--- config.mk ---
export PLATFORM = sky130hd
export DESIGN_NAME = exc_ctrl
export DESIGN_NICKNAME = d
export VERILOG_FILES = /design/src/rtl/exc_pkg.sv /design/src/rtl/cp0_regs.sv /design/src/rtl/exc_ctrl.sv
export SDC_FILE = /design/constraint.sdc
export NUM_CORES = 1
export LEC_CHECK = 0
export CAP_MARGIN = 20
export CORE_MARGIN = 4
export CORE_UTILIZATION = 48
export DETAILED_ROUTE_END_ITERATION = 7
export GPL_TIMING_DRIVEN = 0
export PLACE_DENSITY = 0.86
export SETUP_SLACK_MARGIN = 0.15
export SYNTH_ARGS = -nofsm -noshare
export SYNTH_HDL_FRONTEND = slang
export SYNTH_SLANG_ARGS = --single-unit
--- constraint.sdc ---
create_clock -name clk -period 3.1 [get_ports clk]
set_input_delay 0.31 -clock clk [delete_from_list [all_inputs] [get_ports clk]]
set_output_delay 0.31 -clock clk [all_outputs]
set_load 0.05 [all_outputs]
--- src/rtl/exc_pkg.sv ---
// Shared definitions for the exception sequencer: FSM encoding, CP0 register
// numbers, exception codes and handler vectors.
package exc_pkg;

   typedef enum logic [1:0] {
      IDLE    = 2'd0,
      FLUSH   = 2'd1,
      REDIR   = 2'd2,
      ERET_RD = 2'd3
   } state_t;

   localparam logic [4:0] REG_COUNT  = 5'd9;
   localparam logic [4:0] REG_STATUS = 5'd12;
   localparam logic [4:0] REG_CAUSE  = 5'd13;
   localparam logic [4:0] REG_EPC    = 5'd14;

   localparam logic [4:0]  CODE_UDF_DEF = 5'd10;
   localparam logic [4:0]  CODE_OVF_DEF = 5'd12;
   localparam logic [31:0] VEC_UDF_DEF  = 32'h8000_0000;
   localparam logic [31:0] VEC_OVF_DEF  = 32'h8000_0018;

   // Cause register image: ExcCode lives in bits [6:2], everything else reads 0.
   function automatic logic [31:0] cause_word(input logic [4:0] code);
      return {25'd0, code, 2'b00};
   endfunction

endpackage

--- src/rtl/cp0_regs.sv ---
// CP0 register storage (Status.EXL, Cause.ExcCode, EPC, exception count),
// masked mtc0 writes and the combinational read mux.
module cp0_regs
   import exc_pkg::*;
(
   input  logic        clk,
   input  logic        rst,
   input  logic        cap,
   input  logic [31:0] cap_epc,
   input  logic [4:0]  cap_code,
   input  logic        exl_clr,
   input  logic        we,
   input  logic [4:0]  waddr,
   input  logic [31:0] wdata,
   input  logic [4:0]  raddr,
   output logic [31:0] rdata,
   output logic        exl,
   output logic [31:0] epc
);

   logic [4:0]  code;
   logic [31:0] count;

   // Hardware capture and ERET clear take precedence over a same-edge mtc0.
   always_ff @(posedge clk) begin
      if (rst) begin
         exl   <= 1'b0;
         code  <= 5'd0;
         epc   <= 32'd0;
         count <= 32'd0;
      end else if (cap) begin
         exl   <= 1'b1;
         code  <= cap_code;
         epc   <= cap_epc;
         count <= count + 32'd1;
      end else if (exl_clr) begin
         exl <= 1'b0;
      end else if (we) begin
         case (waddr)
            REG_STATUS: exl   <= wdata[1];
            REG_CAUSE:  code  <= wdata[6:2];
            REG_EPC:    epc   <= wdata;
            REG_COUNT:  count <= wdata;
            default:    ;
         endcase
      end else begin
         exl <= exl;
      end
   end

   always_comb begin
      rdata = 32'd0;
      case (raddr)
         REG_STATUS: rdata = {30'd0, exl, 1'b0};
         REG_CAUSE:  rdata = cause_word(code);
         REG_EPC:    rdata = epc;
         REG_COUNT:  rdata = count;
         default:    rdata = 32'd0;
      endcase
   end

endmodule

--- src/rtl/exc_ctrl.sv ---
// Exception sequencer: arbitrates overflow vs. undefined instruction, drives
// the flush-then-redirect sequence and ERET return, and hosts CP0.
module exc_ctrl
   import exc_pkg::*;
#(
   parameter logic [31:0] VEC_UDF  = VEC_UDF_DEF,
   parameter logic [31:0] VEC_OVF  = VEC_OVF_DEF,
   parameter logic [4:0]  CODE_UDF = CODE_UDF_DEF,
   parameter logic [4:0]  CODE_OVF = CODE_OVF_DEF
) (
   input  logic        clk,
   input  logic        rst,
   input  logic        udfist,
   input  logic [31:0] udfist_pc,
   input  logic        overflow,
   input  logic [31:0] of_pc,
   input  logic        eret,
   input  logic        mtc0_we,
   input  logic [4:0]  cp0_waddr,
   input  logic [31:0] cp0_wdata,
   input  logic [4:0]  cp0_raddr,
   output logic [31:0] cp0_rdata,
   output logic        stall,
   output logic [2:0]  flush,
   output logic        redirect,
   output logic [31:0] redirect_pc,
   output logic        exl
);

   state_t      state;
   state_t      state_nxt;
   logic [31:0] vec;
   logic [31:0] epc;
   logic        take;
   logic        eret_go;
   logic        exl_clr;
   logic [31:0] cap_epc;
   logic [4:0]  cap_code;
   logic [31:0] cap_vec;

   assign take    = (state == IDLE) & ~exl & (overflow | udfist);
   assign eret_go = (state == IDLE) & eret & exl & ~take;
   assign exl_clr = (state == ERET_RD);

   // Overflow is the older (EX-stage) instruction, so it wins.
   always_comb begin
      cap_epc  = 32'd0;
      cap_code = 5'd0;
      cap_vec  = 32'd0;
      if (overflow) begin
         cap_epc  = of_pc;
         cap_code = CODE_OVF;
         cap_vec  = VEC_OVF;
      end else begin
         cap_epc  = udfist_pc;
         cap_code = CODE_UDF;
         cap_vec  = VEC_UDF;
      end
   end

   always_ff @(posedge clk) begin
      if (rst) begin
         state <= IDLE;
         vec   <= 32'd0;
      end else begin
         state <= state_nxt;
         if (take) begin
            vec <= cap_vec;
         end else begin
            vec <= vec;
         end
      end
   end

   always_comb begin
      state_nxt   = state;
      flush       = 3'b000;
      redirect    = 1'b0;
      redirect_pc = 32'd0;
      case (state)
         IDLE: begin
            if (take) begin
               state_nxt = FLUSH;
            end else if (eret_go) begin
               state_nxt = ERET_RD;
            end else begin
               state_nxt = IDLE;
            end
         end
         FLUSH: begin
            flush     = 3'b111;
            state_nxt = REDIR;
         end
         REDIR: begin
            flush       = 3'b001;
            redirect    = 1'b1;
            redirect_pc = vec;
            state_nxt   = IDLE;
         end
         ERET_RD: begin
            flush       = 3'b011;
            redirect    = 1'b1;
            redirect_pc = epc;
            state_nxt   = IDLE;
         end
         default: begin
            state_nxt = IDLE;
         end
      endcase
   end

   assign stall = take | (state != IDLE);

   cp0_regs u_cp0 (
      .clk      (clk),
      .rst      (rst),
      .cap      (take),
      .cap_epc  (cap_epc),
      .cap_code (cap_code),
      .exl_clr  (exl_clr),
      .we       (mtc0_we),
      .waddr    (cp0_waddr),
      .wdata    (cp0_wdata),
      .raddr    (cp0_raddr),
      .rdata    (cp0_rdata),
      .exl      (exl),
      .epc      (epc)
   );

endmodule
==> flow_summary.json <==
{
  "status": "finished clean",
  "die_height_um": 107.9,
  "synth-edff-count": 0,
  "root_buffer": "clkbuf_8",
  "grt.met1_usage_pct": 45.64,
  "cts_made_buffers": 9,
  "dp_hpwl_um": 15330,
  "synth.yosys.seq_area_share_pct": 30.91,
  "startpoint": "cp0_raddr[3]",
  "cap_violations": 0,
  "gr-usage-met2_pct": 56.93,
  "core_sq_um": 9729,
  "worst_setup_path_end_kind": "output pin",
  "grt_antenna_before_repair": 0,
  "slew_headroom_pct": 35.26,
  "critPathKind": "in -> out",
  "clock_latency_ns": 0.36,
  "fin_cells": 919,
  "io_pins": 182,
  "hold_path_class": "reg -> reg",
  "syn_inst": 590,
  "crit_required_ns": 2.79,
  "reg2regPathDepth": 7,
  "drt-initial-drc-count": 566,
  "grt_pass1_vias": 5877,
  "ff2ff_setup_slack_ns": 0.54,
  "max_slew.worst_pin.slew_ns": 0.9653,
  "drc": 0,
  "synth.distinct_cells": 57,
  "syn2layout_area_growth_pct": 45.20,
  "ys_ff_latch": 74,
  "period_needed_ns": 2.904,
  "drv_slew": 0,
  "grt_max_degree": 12,
  "synth_top_cell_by_area": "dfxtp_1",
  "viasPerCell": 6.379,
  "cts_tree": "built",
  "reg2reg_to": "u_cp0.epc[24]",
  "dp_cells": 901,
  "std_cell_rows": 36,
  "ant_nets": 0,
  "drt-wirelength-per-cell_um": 22.63,
  "finClkSkew_ns": 0.009840,
  "setup_violations": 0,
  "cts_buffer_depth": 2,
  "cp-start-kind": "primary input",
  "r2r_start": "state[0]",
  "async_reset_ff_share_pct": 0,
  "synth-main-ff-cell": "dfxtp_1",
  "critPathMaxFanout": 10,
  "gp_congestion": 0.9380,
  "avgSynthCellArea_sq_um": 8.122,
  "drive_above_1_share_pct": 11.20,
  "yosysMostFrequentCell": "dfxtp_1",
  "ys_top_cells_by_area": "dfxtp_1, a221oi_1, a211oi_1",
  "grt_overflow": 0,
  "synth_warnings": 0,
  "track_usage_pct": 35.14,
  "rsz0062_at_grt": "no",
  "synth_area_sq_um": 4792,
  "io_buffers": 178,
  "antenna_cells": 0,
  "synth_top_area_share_pct": 30.91,
  "post-route-period-util_pct": 93.68,
  "die_area_sq_um": 11650,
  "die_w_um": 107.9,
  "ir_worst_vdd_uv": 282.1,
  "htree_levels": 3,
  "grtUsageMet3_pct": 7.139,
  "initial_core_util_pct": 49.25,
  "clk_pin_slew_worst_paths_ns": 0.07,
  "num-nets-final": 894,
  "wl_um": 20800,
  "hold_violations": 0,
  "hold_ws_ns": 0.4915,
  "vias": 5862,
  "pwr_density_cell_nw_per_um2": 458.6,
  "ctsHoldBuffers": 0,
  "top_usage_layer": "met2",
  "cts_sinks": 74,
  "ys_top_cells_by_count": "dfxtp_1, nor2_1, a211oi_1",
  "grt_pass1_wl_um": 31540,
  "fill_cells": 809,
  "crit_end": "cp0_rdata[2]",
  "dr.pass1.iters": 5,
  "fmax_ghz": 0.3443,
  "leakagePower_nw": 2.593,
  "worstPathArrival_ns": 2.59,
  "synth_nets": 703
}
## timing repair
item,4_1_cts,5_1_grt
pin swaps,0,1
setup endpoints to repair,65,37
cloned,0,0
endpoints found under the hold margin,0,0
buffers inserted,0,2
gates resized for setup,79,14
## cell type report
cell class,count,area [sq um],area share [%]
flip-flops and latches,74,1481,21.29
repair buffers,180,1802,25.89
inverters,6,22.52,0.3237
clock buffers,13,138.9,1.996
multi-input cells,453,3047,43.79
well taps,133,166.4,2.392
clock inverters,3,40.04,0.5754
plain buffers,57,260.3,3.740
## through the flow
stage	instance area [sq um]	utilization, %	setup slack, ns	power, mW	setup TNS (ns)
2_1_floorplan	4792	-	0.7649	1.941	0
3_3_place_gp	6740	69.28	-0.8505	2.398	-19.13
3_5_place_dp	6740	69.28	-0.8862	2.447	-20.08
4_1_cts	6940	71.33	0.05821	3.161	0
5_1_grt	6958	71.51	0.1517	3.334	0
6_report	6958	71.51	0.1959	3.191	0
## logic make-up (layout without fill, tap and decap cells)
family | Yosys count | after routing | share of synthesized area, %
AOI/OAI and AO/OA | 179 | 179 | 28.04
muxes | 18 | 18 | 3.786
DFF | 74 | 74 | 30.91
buffers and inverters | 63 | 259 | 5.666
adders and majority gates | 1 | 1 | 0.2611
xor gates and xnor gates | 7 | 7 | 1.279
and+or+nand+nor | 248 | 248 | 30.05
## power breakdown
part	leakage [nW]	total [mW]	switching, mW	internal, mW
Sequential	0.608	1.22	0.130	1.09
Combinational	1.89	1.23	0.764	0.469
Clock	0.0914	0.737	0.365	0.371
Total	2.59	3.19	1.26	1.93
## state kept, by name, indices dropped and copies added (netlist names)
register / count
u_cp0.code: 5
vec: 2
u_cp0.exl: 1
u_cp0.count: 32
state: 2
u_cp0.epc: 32
## placed cells by master (no fill, tap or decap), drive strengths merged, types with 8 or more instances in the layout
cell type / synthesis / routed
nor2: 70 / 70
a22o: 26 / 26
mux2i: 17 / 17
dlygate4sd2: 0 / 11
a21oi: 29 / 29
and3: 35 / 35
nand4: 11 / 11
nand2: 28 / 28
clkbuf: 36 / 51
clkdlybuf4s15: 0 / 20
o21ai: 17 / 17
buf: 21 / 23
dfxtp: 74 / 74
a211oi: 38 / 38
clkdlybuf4s50: 0 / 143
nand3: 14 / 14
a21o: 8 / 8
nor3b: 33 / 33
a221oi: 34 / 34
nor4: 12 / 12
nor3: 19 / 19
## worst min path at each step
stage	start	end	slack, ns	depth (start not counted)
2_1_floorplan	vec[31]	vec[31]	0.44	2
3_3_place_gp	vec[31]	vec[31]	0.45	2
3_5_place_dp	vec[31]	vec[31]	0.47	2
4_1_cts	vec[31]	vec[31]	0.49	2
5_1_grt	vec[31]	vec[31]	0.52	2
6_report	vec[31]	vec[31]	0.49	2
## per-layer routing
| layer | share of wire, % | vias to the layer above |
|---|---|---|
| met5 | 0 | - |
| met4 | 2.9 | 0 |
| met3 | 9.4 | 53 |
| li1 | - | 2643 |
| met1 | 41 | 2791 |
| met2 | 47 | 375 |
## worst max-delay path, stage by stage
cell and delay (ns):
clkdlybuf4s50_1 0.44, nor2b_1 0.19, nand3b_1 0.13, nor2_1 0.33, clkbuf_2 0.44, nand2_1 0.10
o21ai_0 0.09, dlygate4sd2_1 0.55
Power figures use the tool's default switching activity.
